==> config.mk <==
export PLATFORM = sky130hd
export DESIGN_NAME = seq_divider
export DESIGN_NICKNAME = d
export VERILOG_FILES = /design/src/rtl/seq_divider_pkg.sv /design/src/rtl/seq_divider_div_step.sv /design/src/rtl/seq_divider.sv
export SDC_FILE = /design/constraint.sdc
export NUM_CORES = 1
export LEC_CHECK = 0
export BUFFER_PORTS_ARGS = -buffer_cell sky130_fd_sc_hd__buf_4
export CAP_MARGIN = 20
export CELL_PAD_IN_SITES_DETAIL_PLACEMENT = 0
export CELL_PAD_IN_SITES_GLOBAL_PLACEMENT = 1
export CORE_ASPECT_RATIO = 0.8
export CORE_MARGIN = 5
export CORE_UTILIZATION = 44
export CTS_CLUSTER_DIAMETER = 80
export CTS_CLUSTER_SIZE = 16
export DETAILED_ROUTE_END_ITERATION = 7
export GPL_TIMING_DRIVEN = 0
export PLACE_DENSITY_LB_ADDON = 0.1
export SLEW_MARGIN = 20
export SYNTH_ARGS = -nofsm -noshare
export SYNTH_HDL_FRONTEND = slang
export SYNTH_SLANG_ARGS = --single-unit
==> constraint.sdc <==
create_clock -name clk -period 4.45 [get_ports clk]
set_input_delay 0.89 -clock clk [delete_from_list [all_inputs] [get_ports clk]]
set_output_delay 0.89 -clock clk [all_outputs]
set_load 0.03 [all_outputs]
==> src/rtl/seq_divider_pkg.sv <==
// rtl/seq_divider_pkg.sv - shared types and constants for the sequential divider
package seq_divider_pkg;
  localparam int DIV_WIDTH = 32;
  localparam int DIV_CNT_W = $clog2(DIV_WIDTH);

  typedef enum logic [1:0] {
    IDLE = 2'd0,
    CALC = 2'd1,
    FIX  = 2'd2,
    DONE = 2'd3
  } state_e;
endpackage

==> src/rtl/seq_divider_div_step.sv <==
// rtl/seq_divider_div_step.sv - one combinational restoring-division iteration
module div_step #(
  parameter int WIDTH = 32
) (
  input  logic [WIDTH-1:0] rem_in,
  input  logic             bit_in,
  input  logic [WIDTH-1:0] dsr,
  output logic [WIDTH-1:0] rem_out,
  output logic             q_bit
);
  logic [WIDTH:0]   shifted;
  logic [WIDTH+1:0] diff;

  always_comb begin
    shifted = {rem_in, bit_in};
    diff    = {1'b0, shifted} - {2'b00, dsr};
    // A non-negative difference is always below the divisor, so both top bits clear means no borrow
    q_bit   = ~|diff[WIDTH+1:WIDTH];
    rem_out = q_bit ? diff[WIDTH-1:0] : shifted[WIDTH-1:0];
  end
endmodule

==> src/rtl/seq_divider.sv <==
// rtl/seq_divider.sv - multi-cycle radix-2 restoring divider with start/busy/done handshake
module seq_divider
  import seq_divider_pkg::*;
#(
  parameter int WIDTH = DIV_WIDTH
) (
  input  logic             clk,
  input  logic             rst,
  input  logic             start,
  input  logic             signed_op,
  input  logic [WIDTH-1:0] dividend,
  input  logic [WIDTH-1:0] divisor,
  output logic             busy,
  output logic             done,
  output logic [WIDTH-1:0] quotient,
  output logic [WIDTH-1:0] remainder,
  output logic             div_by_zero
);
  localparam int CW = $clog2(WIDTH);

  state_e           state_q, state_d;
  logic [CW-1:0]    cnt_q, cnt_d;
  logic [WIDTH-1:0] rem_q, rem_d;
  logic [WIDTH-1:0] dvd_q, dvd_d;
  logic [WIDTH-1:0] dsr_q, dsr_d;
  logic             neg_quo_q, neg_quo_d;
  logic             neg_rem_q, neg_rem_d;
  logic [WIDTH-1:0] quotient_q, quotient_d;
  logic [WIDTH-1:0] remainder_q, remainder_d;
  logic             dbz_q, dbz_d;
  logic             busy_q, busy_d;
  logic             done_q, done_d;

  logic             neg_a, neg_b;
  logic [WIDTH-1:0] step_rem;
  logic             step_bit;

  assign neg_a = signed_op & dividend[WIDTH-1];
  assign neg_b = signed_op & divisor[WIDTH-1];

  div_step #(.WIDTH(WIDTH)) u_step (
    .rem_in  (rem_q),
    .bit_in  (dvd_q[WIDTH-1]),
    .dsr     (dsr_q),
    .rem_out (step_rem),
    .q_bit   (step_bit)
  );

  always_comb begin
    state_d     = state_q;
    cnt_d       = cnt_q;
    rem_d       = rem_q;
    dvd_d       = dvd_q;
    dsr_d       = dsr_q;
    neg_quo_d   = neg_quo_q;
    neg_rem_d   = neg_rem_q;
    quotient_d  = quotient_q;
    remainder_d = remainder_q;
    dbz_d       = dbz_q;
    busy_d      = busy_q;
    done_d      = done_q;

    case (state_q)
      IDLE: begin
        if (start) begin
          if (divisor == '0) begin
            quotient_d  = '1;
            remainder_d = dividend;
            dbz_d       = 1'b1;
            done_d      = 1'b1;
            state_d     = DONE;
          end else begin
            dvd_d     = neg_a ? -dividend : dividend;
            dsr_d     = neg_b ? -divisor : divisor;
            neg_quo_d = neg_a ^ neg_b;
            neg_rem_d = neg_a;
            rem_d     = '0;
            cnt_d     = CW'(WIDTH - 1);
            busy_d    = 1'b1;
            state_d   = CALC;
          end
        end
      end
      CALC: begin
        // Quotient bits fill the dividend register from the bottom as dividend bits leave the top
        rem_d = step_rem;
        dvd_d = {dvd_q[WIDTH-2:0], step_bit};
        cnt_d = cnt_q - CW'(1);
        if (cnt_q == '0) state_d = FIX;
      end
      FIX: begin
        quotient_d  = neg_quo_q ? -dvd_q : dvd_q;
        remainder_d = neg_rem_q ? -rem_q : rem_q;
        dbz_d       = 1'b0;
        busy_d      = 1'b0;
        done_d      = 1'b1;
        state_d     = DONE;
      end
      DONE: begin
        done_d  = 1'b0;
        state_d = IDLE;
      end
      default: state_d = IDLE;
    endcase
  end

  always_ff @(posedge clk) begin
    if (rst) begin
      state_q     <= IDLE;
      cnt_q       <= '0;
      rem_q       <= '0;
      dvd_q       <= '0;
      dsr_q       <= '0;
      neg_quo_q   <= 1'b0;
      neg_rem_q   <= 1'b0;
      quotient_q  <= '0;
      remainder_q <= '0;
      dbz_q       <= 1'b0;
      busy_q      <= 1'b0;
      done_q      <= 1'b0;
    end else begin
      state_q     <= state_d;
      cnt_q       <= cnt_d;
      rem_q       <= rem_d;
      dvd_q       <= dvd_d;
      dsr_q       <= dsr_d;
      neg_quo_q   <= neg_quo_d;
      neg_rem_q   <= neg_rem_d;
      quotient_q  <= quotient_d;
      remainder_q <= remainder_d;
      dbz_q       <= dbz_d;
      busy_q      <= busy_d;
      done_q      <= done_d;
    end
  end

  assign busy        = busy_q;
  assign done        = done_q;
  assign quotient    = quotient_q;
  assign remainder   = remainder_q;
  assign div_by_zero = dbz_q;
endmodule

[Word level (Yosys, flattened, before mapping)]
Cells that the tools add are included.
Storage, ports and cells
  register bits after elaboration: 172
  input bits: 68
  output and inout bits: 67
  logic and storage cells: 74
Operators by class
  $add $sub $neg: 6
  eq/ne operators: 7
  multiplexer cells: 31
  bitwise logic cells: 4
  reductions and logical operators: 14
Operators with widths (count)
  two-way mux 32 bit: 13
  case mux 32 bit (2 select lines): 4
  negator 32 bit: 4
  subtractor 33 x 32 -> 34 bit: 1
  logical NOT 32 bit: 1
  AND reduction 3 bit: 5
  two-way mux 5 bit: 2
  case mux 5 bit (2 select lines): 1
  inequality test 2 bit (second input constant): 4
  case mux 2 bit (4 select lines): 1
  two-way mux 2 bit: 3
  logical NOT 5 bit: 1
  subtractor 5 x 1 -> 5 bit (second input constant): 1
  == test 2 bit (second input constant): 2
  two-way mux 1 bit: 4
  case mux 1 bit (2 select lines): 2
  nonzero test 2 bit: 2
  case mux 1 bit (3 select lines): 1
  nonzero test 3 bit: 1
  AND 1 bit: 2
  == test 2 x 1 -> 1 bit (second input constant): 1
  logical NOT 2 bit: 1
  AND reduction 2 bit: 1
  OR reduction 2 bit: 1
  3 further kinds: 3

[Longest topological paths before layout]
Gate-level depths: netlist of the first run.
  depth in word-level cells: 5
  depth in mapped cells: 15
  gate-level depth less buffers: 14

[Hierarchy]
Synthesis of the first run repeated with hierarchy kept, for this count alone.
Unflattened totals
  cells, all modules: 1517
  area total of the unflattened synthesis: 11975.2 sq um
Modules (own cells, without submodules)
  seq_divider: instances 1, cells an instance 1170, area an instance 9417.8 sq um
  div_step: instances 1, cells an instance 347, area an instance 2557.5 sq um

[Worst setup path after synthesis of the first run]
OpenSTA, ideal clock, no wires.
  path type: input-to-reg
  from: input port divisor[7]
  to: register dvd_q[15]
  arrival time: 3.629 ns
  slack: 0.751 ns
  stages on the path: 11
  buffers on the path: 2
  cells stage by stage: or3_1 > or4_1 > nor3_1 > nand2_1 > nor4_2 > nor2_1 > a21oi_1 > clkbuf_1 > clkbuf_1 > nand2_1 > a21oi_1
Between the ends
  longest elaborated chain between the ends: 3
Ends and longest elaborated chain
  start: declaration: RTL line seq_divider.sv:12  | input logic [WIDTH-1:0] divisor,
  logical NOT 32 bit: RTL line seq_divider.sv:66  | if (divisor == '0) begin
  inequality test 2 bit (no source line)
  AND reduction 3 bit (no source line)
  end signal: assignment: RTL line seq_divider.sv:125  | dvd_q <= dvd_d;
  end: declaration: RTL line seq_divider.sv:24  | logic [WIDTH-1:0] dvd_q, dvd_d;
No other way between the ends.
A chain may end at the register's enable or synchronous reset.

[Worst setup path in the final report of the first run]
  from: register dvd_q[31]
  to: register rem_q[15]
Between the ends
  longest elaborated chain between the ends: 4
Ends and longest elaborated chain
  subtractor 33 x 32 -> 34 bit (*): RTL line seq_divider_div_step.sv:16  | diff = {1'b0, shifted} - {2'b00, dsr};
  OR reduction 2 bit: RTL line seq_divider_div_step.sv:18  | q_bit = ~|diff[WIDTH+1:WIDTH];
  two-way mux 32 bit (*): RTL line seq_divider_div_step.sv:19  | rem_out = q_bit ? diff[WIDTH-1:0] : shifted[WIDTH-1:0];
  case mux 32 bit (2 select lines) (*): RTL line seq_divider.sv:63  | case (state_q)
  end signal: assignment: RTL line seq_divider.sv:124  | rem_q <= rem_d;
  end: declaration: RTL line seq_divider.sv:23  | logic [WIDTH-1:0] rem_q, rem_d;
Mark *: on every way between the ends. The rest lies on a longest branch, timed or not.

==> results of run 1 <==
## worst max-delay path: stages, from the launching register on
cell and delay (ps):
dfxtp_1 330, inv_1 110, ha_1 180, inv_1 60
fa_1 430, a211oi_1 370, o21ai_0 300, a32oi_2 380
o311a_1 330, o22a_1 240, a311o_1 170, o211a_1 220
clkbuf_2 290, buf_2 390, mux2i_1 220, o21ai_0 80
## power by group through the flow
stage	combinational (mW)	sequential, mW	clock, mW
after floorplan	1.82	2.40	0
after global placement	3.07	2.17	0
after detailed placement	3.09	2.18	0
after CTS	3.11	2.14	1.57
after global routing	3.48	2.19	1.64
final	3.18	2.15	1.55
## metrics by stage
stage | hold WS (ps) | instance area [um2] | setup TNS (ps)
after global placement | 444.2 | 12270 | -23240
after floorplan | 431.9 | 10870 | 0
after detailed placement | 455.6 | 12270 | -26000
after global routing | 490.1 | 12920 | 0
final | 467.5 | 12920 | 0
after CTS | 464.7 | 12870 | 0
## per-layer routing
metal	global-route usage	vias up
li1	-	5291
met5	0	-
met1	0.4506	5253
met4	0.04370	0
met2	0.3584	462
met3	0.07729	23
## sequential cells by signal (all words and copies together), names as in the netlist
signal,cells
dvd_q,32
remainder,32
busy,1
rem_q,32
state_q,2
quotient,32
dsr_q,32
div_by_zero,1
done,1
neg_rem_q,1
neg_quo_q,1
cnt_q,5
## cells by family after synthesis
group,after synthesis,synth area share
mux,24,0.02209
xor+xnor,147,0.1184
simple gates,429,0.1806
buf+inv,143,0.05006
flops,172,0.3167
compound gates,412,0.2609
fa+ha+maj,44,0.05132
## area by class of cell
class / instances / area share
Multi-Input combinational cell: 1056 / 0.5353
Sequential cell: 172 / 0.2666
Timing Repair Buffer: 135 / 0.07847
Clock buffer: 18 / 0.03323
Tap cell: 318 / 0.03081
Buffer: 84 / 0.02557
Inverter: 59 / 0.01715
Clock inverter: 13 / 0.01288
## what timing repair did
item / in CTS / in global routing
endpoints found under the setup margin: 20 / 88
hold buffers: 0 / 0
buffers inserted: 0 / 2
pin swaps: 0 / 1
hold endpoints to repair: 0 / 0
resized for setup: 3 / 6
## final timing paths
kind | startpoint | endpoint | slack [ps] | cells past startpoint
setup / recovery | dvd_q[31] | rem_q[15] | 220 | 15
setup reg to reg | dvd_q[31] | rem_q[15] | 220 | 15
hold reg to reg | dsr_q[23] | dsr_q[23] | 470 | 2
hold / removal | dsr_q[23] | dsr_q[23] | 470 | 2
## synth_stat cells (5+ instances only)
master	number	area (um2)
nor4_1	14	87.58
mux2i_1	24	240.2
a32oi_1	20	175.2
o22ai_1	5	31.28
o21ai_1	7	35.03
a311oi_1	26	227.7
or4_1	11	82.58
or3_1	10	62.56
o21a_1	5	37.54
inv_1	59	221.5
a21oi_1	93	465.5
o21ai_0	88	440.4
nor2_1	149	559.3
ha_1	43	538.0
clkbuf_1	75	281.5
nor3_1	24	120.1
nand3_1	17	85.08
buf_1	5	18.77
nand2b_1	14	87.58
nand4_1	7	43.79
nor3b_1	7	52.55
o41ai_1	12	105.1
dfxtp_1	172	3443
a21o_1	20	150.1
o31ai_1	23	172.7
a31oi_1	14	87.58
and3_1	5	31.28
a211oi_1	41	307.8
xnor2_1	84	735.7
a222oi_1	32	320.3
xor2_1	63	551.8
nand2_1	145	544.3
nor2b_1	9	56.30
==> flow_metrics.env, run 1 <==
export IMPL_cts_root_buf="clkbuf_16"
export IMPL_synth_nets=1483
export IMPL_cts_tree="yes"
export IMPL_fp_dieH_um=150.6
export IMPL_final_util=0.5313
export IMPL_die_width_um=185.8
export IMPL_avgSynthCellArea_um2=7.931
export IMPL_synth_cell_types=63
export IMPL_drtPass1Iterations=6
export IMPL_areaGrowthSynthToFinish_pct=18.79
export IMPL_required_ps=4750
export IMPL_grt_ovfl_total=0
export IMPL_max_cap_violations=0
export IMPL_wl_met1_um=19800
export IMPL_hold_viol_final=0
export IMPL_arrival_ps=4530
export IMPL_intPower_mw=3.841
export IMPL_antenna_cells=0
export IMPL_core_area_um2=24310
export IMPL_fin_crit_sh=0.9504
export IMPL_netlist_instances=1371
export IMPL_crit_type="register to register"
export IMPL_grt_usage=0.2769
export IMPL_routed_wl_um=39180
export IMPL_grt_pass1_vias=10040
export IMPL_power_frac_seq=0.312
export IMPL_vias=11030
export IMPL_p_leak_nw=5.107
export IMPL_pre_cts_slack_ps=-427.4
export IMPL_syn_area_um2=10870
export IMPL_cts_clk_slew_worst_paths_ps=70
export IMPL_wl_met3_um=4255
export IMPL_top_layer_used="met4"
export IMPL_cp_max_fo=10
export IMPL_gp_congestion=1.030
export IMPL_ir_worst_vdd_uv=316.3
export IMPL_power_frac_clock=0.226
export IMPL_rsz0062_at_grt="no"
export IMPL_num_fill_cells=2379
export IMPL_hpwl_um=31240
export IMPL_synth_edf_count=0
export IMPL_drtIter0Drc=1386
export IMPL_swShare=0.4420
export IMPL_initial_core_util=0.4472
export IMPL_ios=135
export IMPL_viasPerCell=5.946
export IMPL_slew_headroom=0.3601
export IMPL_final_cell_mix="172 x dfxtp_1, 149 x nor2_1, 145 x nand2_1, 136 x buf_4, 93 x a21oi_1"
export IMPL_register_area_um2=3443
export IMPL_clkSinkCount=172
export IMPL_totalPowerFinal_mw=6.884
export IMPL_ys_warn_count=0
export IMPL_p_per_area_nw_per_um2=532.9
export IMPL_rows=51
export IMPL_p_sw_mw=3.042
export IMPL_met2_length_um=14770
export IMPL_place_port_buffers=133
export IMPL_finalSetupViolations=0
export IMPL_placed_cells=1822
export IMPL_combPwrFrac=0.462
export IMPL_fin_crit_ps=4229
export IMPL_htreeDepth=4
export IMPL_endpoint_kind="register"
export IMPL_clock_path_buffers=2
export IMPL_hold_path_class="register to register"
export IMPL_drtAntennaViolNets=0
export IMPL_setup_ws_ps=220.9
export IMPL_report_final_slew_viol_count=0
export IMPL_multi_input_area_um2=6914
export IMPL_outcome="complete, no violations"
export IMPL_worstMarginPinSlew_ps=959.9
export IMPL_remaining_drc_errors=0
export IMPL_antenna_found_initial=0
export IMPL_post_drt_wl_per_cell_um=21.12
export IMPL_dieArea_um2=27970
export IMPL_instances_no_fill=1855
export IMPL_ys_seq_elements=172
export IMPL_synth_ff_type="dfxtp_1"
export IMPL_critPathLaunchType="register"
export IMPL_yosysSeqAreaShare=0.3167
export IMPL_layout_drive_gt1_share=0.1236
export IMPL_grt_pass1_wl_um=59830
export IMPL_synthArstFlopShare=0
export IMPL_layout_commonest_cell="dfxtp_1"
export IMPL_fin_skew_ps=11.05
export IMPL_cts_buffers=17
export IMPL_nNetsFinal=1637
export IMPL_fmax_mhz=236.5
export IMPL_grt_start_max_net_pins=17
export IMPL_insertion_delay_ps=440
Power figures use the tool's default switching activity.
==> run 2, diff against run 1 <==
CORE_UTILIZATION = 40   (was 44)
clock period = 3.5 ns   (was 4.45 ns; I/O delays follow)
==> run 2 against run 1 <==
Against the previous run:
- global-route usage is 1.7 points lower
- setup slack got worse by 130 ps
- clock power increased by 22%
- highest routed layer unchanged
==> flow_metrics.env, run 2 (synthesis results as in run 1) <==
export IMPL_gp_congestion=0.9791
export IMPL_hpwl_um=32260
export IMPL_ios=135
export IMPL_fmax_mhz=293.6
export IMPL_drtIter0Drc=1087
export IMPL_areaGrowthSynthToFinish_pct=21.92
export IMPL_grt_ovfl_total=0
export IMPL_rows=54
export IMPL_grt_start_max_net_pins=19
export IMPL_combPwrFrac=0.482
export IMPL_setup_ws_ps=93.79
export IMPL_required_ps=3800
export IMPL_hold_viol_final=0
export IMPL_cp_max_fo=8
export IMPL_cp_endpoint="remainder[30]"
export IMPL_intPower_mw=4.852
export IMPL_ir_worst_vdd_uv=473.8
export IMPL_routed_wl_um=40550
export IMPL_worstMarginPinSlew_ps=813.1
export IMPL_nNetsFinal=1649
export IMPL_multi_input_area_um2=7033
export IMPL_place_port_buffers=133
export IMPL_max_cap_violations=0
export IMPL_p_sw_mw=4.079
export IMPL_finalSetupViolations=0
export IMPL_report_final_slew_viol_count=0
export IMPL_initial_core_util=0.4023
export IMPL_slew_headroom=0.4579
export IMPL_swShare=0.4567
export IMPL_fin_skew_ps=10.57
export IMPL_cts_clk_slew_worst_paths_ps=70
export IMPL_antenna_found_initial=0
export IMPL_totalPowerFinal_mw=8.931
export IMPL_cts_buffers=17
export IMPL_pre_cts_slack_ps=-1164
export IMPL_stdcell_area_um2=13260
export IMPL_rsz0062_at_grt="yes"
export IMPL_antenna_cells=0
export IMPL_grt_pass1_wl_um=61640
export IMPL_fin_crit_sh=0.9732
export IMPL_timing_rr_start="rem_q[3]"
export IMPL_cts_tree="yes"
export IMPL_power_frac_clock=0.212
export IMPL_outcome="complete, no violations"
export IMPL_power_frac_seq=0.306
export IMPL_vias=10970
export IMPL_clkSinkCount=172
export IMPL_placed_cells=1868
export IMPL_final_cell_mix="170 x dfxtp_1, 150 x buf_4, 146 x nor2_1, 141 x nand2_1, 91 x a21oi_1"
export IMPL_htreeDepth=4
export IMPL_endpoint_kind="register"
export IMPL_dieArea_um2=30600
export IMPL_critPathLaunchType="register"
export IMPL_fp_dieH_um=157.5
export IMPL_final_util=0.4905
export IMPL_grt_usage=0.2595
export IMPL_reg2reg_slack_ps=90
export IMPL_arrival_ps=3710
export IMPL_grt_pass1_vias=10140
export IMPL_p_per_area_nw_per_um2=673.7
export IMPL_fin_crit_ps=3406
export IMPL_post_drt_wl_per_cell_um=21.18
export IMPL_instances_no_fill=1914
export IMPL_die_width_um=194.3
export IMPL_insertion_delay_ps=440
export IMPL_crit_type="register to register"
export IMPL_clock_path_buffers=2
export IMPL_cts_root_buf="clkbuf_16"
export IMPL_r2r_end="remainder[30]"
export IMPL_p_leak_nw=5.227
export IMPL_viasPerCell=5.732
export IMPL_crit_path_start="rem_q[3]"
export IMPL_hold_path_class="register to register"
export IMPL_num_fill_cells=2739
export IMPL_drtPass1Iterations=6
export IMPL_place_area_um2=12330
export IMPL_core_area_um2=27030
export IMPL_ff2ff_path_depth=10
export IMPL_layout_drive_gt1_share=0.1594
export IMPL_register_area_um2=3448
export IMPL_remaining_drc_errors=0
export IMPL_drtAntennaViolNets=0
export IMPL_layout_commonest_cell="dfxtp_1"
-- run 2: critical path, cell delays in order (launching register included) --
cell and delay (ps):
dfxtp_4 380, or4_4 540, or2_1 230, or4_4 440
or3_4 420, or3_4 360, nand2b_4 190, o21ai_1 210
xnor2_1 100, a222oi_1 330, nor2_1 70
-- run 2: cell type report --
type                       instances  area share
timing repair buffer             148     0.08476
clock buffer                      17     0.03209
tap                              364     0.03436
sequential                       172      0.2601
clock inverter                    15     0.01057
inverter                          59     0.01671
buffer                            83     0.03086
multi-input combinational       1056      0.5305
-- run 2: how the worst min path moves through the flow --
stage / from / endpoint / slack (ps) / cells after the start
floorplan: dsr_q[10] / dsr_q[10] / 430 / 2
global placement: dsr_q[10] / dsr_q[10] / 440 / 2
detailed placement: dsr_q[5] / dsr_q[5] / 450 / 2
CTS: dsr_q[5] / dsr_q[5] / 460 / 2
global route: dsr_q[5] / dsr_q[5] / 490 / 2
finish: dsr_q[5] / dsr_q[5] / 460 / 2
-- run 2: what timing repair did --
item | in CTS | in global routing
hold buffers | 0 | 0
pin swaps | 7 | 13
gates resized for setup | 41 | 48
endpoints found under the setup margin | 135 | 122
cloned | 0 | 0
buffers inserted | 7 | 8
-- run 2: stage by stage --
stage	setup TNS, ps	hold WS (ps)
final	0	460.3
after CTS	-3.406	460.0
after global routing	-77.39	487.3
after floorplan	0	431.9
after global placement	-134000	443.0
after detailed placement	-133830	450.4
-- run 2: per-layer routing --
metal  global-route usage  wire [um]  up-vias
met5                    0          0        -
met4              0.04652        454        0
met3              0.06719       3803       27
met2               0.3435      15320      417
met1               0.4165      20960     5218
li1                     -          -     5309
-- run 2: power groups by stage --
stage | Sequential [mW] | Combinational (mW) | Clock, mW
after floorplan | 3.05 | 2.31 | 0
after global placement | 2.77 | 3.95 | 0
after detailed placement | 2.77 | 3.96 | 0
after CTS | 2.73 | 4.10 | 1.92
after global routing | 2.79 | 4.68 | 2.02
final | 2.74 | 4.30 | 1.89
==> run 3, diff against run 2 <==
ABC_AREA = 1   (was unset)
CELL_PAD_IN_SITES_DETAIL_PLACEMENT = 1   (was 0)
CELL_PAD_IN_SITES_GLOBAL_PLACEMENT = 2   (was 1)
CORE_UTILIZATION = 29   (was 40)
==> run 3 against run 2 <==
Against the previous run:
- sequential share of layout area down 3.5 points
- critical path type is now primary input to register
- combinational power down 8.1%
- clock skew up 6.6 ps
- largest power group unchanged
- clock-buffer cell count up 4
- via count up 36%
==> flow_metrics.env, run 3 <==
export IMPL_die_width_um=246.7
export IMPL_grt_pass1_vias=14950
export IMPL_hold_depth=2
export IMPL_intPower_mw=4.378
export IMPL_synth_nets=2297
export IMPL_netlist_instances=2185
export IMPL_required_ps=3830
export IMPL_insertion_delay_ps=470
export IMPL_arrival_ps=3340
export IMPL_r2r_end="rem_q[31]"
export IMPL_setup_ws_ps=485.0
export IMPL_fin_crit_sh=0.8614
export IMPL_cts_resized=0
export IMPL_hold_viol_final=0
export IMPL_crit_buf_inv=1
export IMPL_drtAntennaViolNets=0
export IMPL_synth_ff_type="dfxtp_1"
export IMPL_syn_area_um2=13000
export IMPL_finalSetupViolations=0
export IMPL_totalPowerFinal_mw=8.417
export IMPL_antenna_found_initial=1
export IMPL_vias=14940
export IMPL_crit_chain="buf_4 -> nor3_1 -> nand2_1 -> nor3_1 -> nand3_1 -> nand2_1 -> o21ai_0 -> o21ai_0 -> a21oi_1"
export IMPL_dieArea_um2=49180
export IMPL_drtPass1Iterations=7
export IMPL_layout_drive_gt1_share=0.09830
export IMPL_synthTopCellsByArea="dfxtp_1 26%, nand2_1 19%, inv_1 8.7%"
export IMPL_gp_congestion=0.8973
export IMPL_synth_edf_count=0
export IMPL_outcome="complete, no violations"
export IMPL_ys_seq_elements=172
export IMPL_final_util=0.3454
export IMPL_p_sw_mw=4.039
export IMPL_max_cap_violations=0
export IMPL_clkSinkCount=172
export IMPL_crit_cells=9
export IMPL_cpLargestDelayFamily="simple AND/OR/NAND/NOR gates"
export IMPL_cp_max_fo=4
export IMPL_cts_clk_slew_worst_paths_ps=80
export IMPL_yosysMostFrequentCell="nand2_1"
export IMPL_nNetsFinal=2450
export IMPL_cp_slowest_cell="o21ai_0"
export IMPL_hold_path_class="register to register"
export IMPL_antenna_cells=0
export IMPL_htreeDepth=4
export IMPL_tns_ps=0
export IMPL_met2_length_um=24880
export IMPL_yosysTopAreaCellShare=0.2649
export IMPL_p_leak_nw=7.426
export IMPL_ys_warn_count=0
export IMPL_ir_worst_vdd_uv=369.8
export IMPL_swShare=0.4798
export IMPL_cp_endpoint="dvd_q[25]"
export IMPL_power_frac_seq=0.298
export IMPL_grt_ovfl_total=0
export IMPL_areaGrowthSynthToFinish_pct=17.91
export IMPL_pre_cts_slack_ps=142.7
export IMPL_layout_commonest_cell="nand2_1"
export IMPL_combPwrFrac=0.469
export IMPL_cts_buffers=17
export IMPL_fp_dieH_um=199.4
export IMPL_viasPerCell=5.059
export IMPL_p_per_area_nw_per_um2=549.2
export IMPL_crit_type="primary input to register"
export IMPL_power_frac_clock=0.233
export IMPL_ff2ff_path_depth=17
export IMPL_synth_cell_types=50
export IMPL_crit_path_start="dividend[1]"
export IMPL_rows=69
export IMPL_grt_pass1_wl_um=90600
export IMPL_postCtsSetupBuffers=0
export IMPL_cts_hold_buf=0
export IMPL_reg2reg_slack_ps=500
export IMPL_ios=135
export IMPL_timing_rr_start="dvd_q[31]"
export IMPL_rsz0062_at_grt="no"
export IMPL_worstMarginPinSlew_ps=981.4
export IMPL_final_cell_mix="646 x nand2_1, 303 x inv_1, 198 x nand3_1, 196 x nor2_1, 172 x dfxtp_1"
export IMPL_initial_core_util=0.2929
export IMPL_fin_skew_ps=17.20
export IMPL_slew_headroom=0.3457
export IMPL_synth_top_cells_by_count="646 x nand2_1, 303 x inv_1, 198 x nand3_1, 196 x nor2_1, 172 x dfxtp_1"
export IMPL_hpwl_um=50360
export IMPL_synth_top_area_cell="dfxtp_1"
export IMPL_grt_start_max_net_pins=17
export IMPL_crit_path_max_incr_delay_ps=620
export IMPL_top_layer_used="met4"
export IMPL_drtIter0Drc=994
export IMPL_report_final_slew_viol_count=0
export IMPL_remaining_drc_errors=0
export IMPL_grt_usage=0.2433
export IMPL_cts_root_buf="clkbuf_16"
export IMPL_critPathLaunchType="primary input"
export IMPL_wl_met3_um=3334
export IMPL_wl_met1_um=32020
export IMPL_hold_worst_slack_ps=470.2
export IMPL_avgSynthCellArea_um2=5.949
export IMPL_fin_crit_ps=3015
export IMPL_cts_tree="yes"
export IMPL_post_drt_wl_per_cell_um=20.58
export IMPL_synthArstFlopShare=0
export IMPL_clock_path_buffers=2
export IMPL_routed_wl_um=60780
export IMPL_core_area_um2=44380
export IMPL_place_port_buffers=134
export IMPL_fmax_mhz=331.7
export IMPL_endpoint_kind="register"
export IMPL_yosysSeqAreaShare=0.2649
[run 3: worst register-to-register path: stages, from the launching register on]
cell     delay, ps
dfxtp_1        350
inv_1          150
ha_1           180
inv_1           80
fa_1           440
nand3_1        100
nand3_1        140
nand2_1        100
nand2_1        130
nand2_1         90
nand2_1        110
nand2_1        130
nand3_1         90
nand2_2        180
nand3_1        320
nand2_1        160
nand2_1         70
a21oi_1        110
[run 3: stage by stage]
step,cells,instance area [um2]
after floorplan,2185,13000
after global placement,2922,14760
after detailed placement,2922,14760
after CTS,2953,15330
after global routing,2953,15330
final,2953,15330
[run 3: cell families after synthesis]
logic type / Yosys count / share of synthesized area
buffers and inverters: 392 / 0.1205
flip-flops: 172 / 0.2649
adder cells (fa/ha/maj): 44 / 0.04293
XOR/XNOR: 86 / 0.05795
AO/OA/AOI/OAI: 358 / 0.1481
AND/OR/NAND/NOR: 1133 / 0.3656
[run 3: power by group through the flow]
stage	Sequential (mW)	Clock [mW]	Combinational, mW
4_1_cts	2.50	1.99	3.91
3_5_place_dp	2.54	0	3.89
5_1_grt	2.54	2.06	4.35
2_1_floorplan	2.56	0	2.37
6_report	2.51	1.96	3.95
3_3_place_gp	2.54	0	3.85
[run 3: area by class of cell]
type / instances / area [um2]
Sequential cell: 172 / 3443
Clock buffer: 21 / 460.4
Multi-Input combinational cell: 1621 / 7989
Timing Repair Buffer: 134 / 1006
Tap cell: 603 / 754.5
Inverter: 311 / 1169
Clock inverter: 10 / 107.6
Buffer: 81 / 397.9
Fill cell: 5922 / 29050
[run 3: worst min path at each step]
| stage | start | endpoint | slack [ps] |
|---|---|---|---|
| floorplan | cnt_q[0] | cnt_q[0] | 420 |
| global placement | cnt_q[0] | cnt_q[0] | 440 |
| detailed placement | cnt_q[3] | cnt_q[3] | 460 |
| CTS | cnt_q[3] | cnt_q[3] | 470 |
| global route | div_by_zero | div_by_zero | 500 |
| finish | cnt_q[3] | cnt_q[3] | 470 |
[run 3: metal layers]
metal	vias up	track usage
met5	-	0
met2	346	0.3568
li1	7301	-
met4	0	0.03636
met1	7264	0.3779
met3	28	0.04172
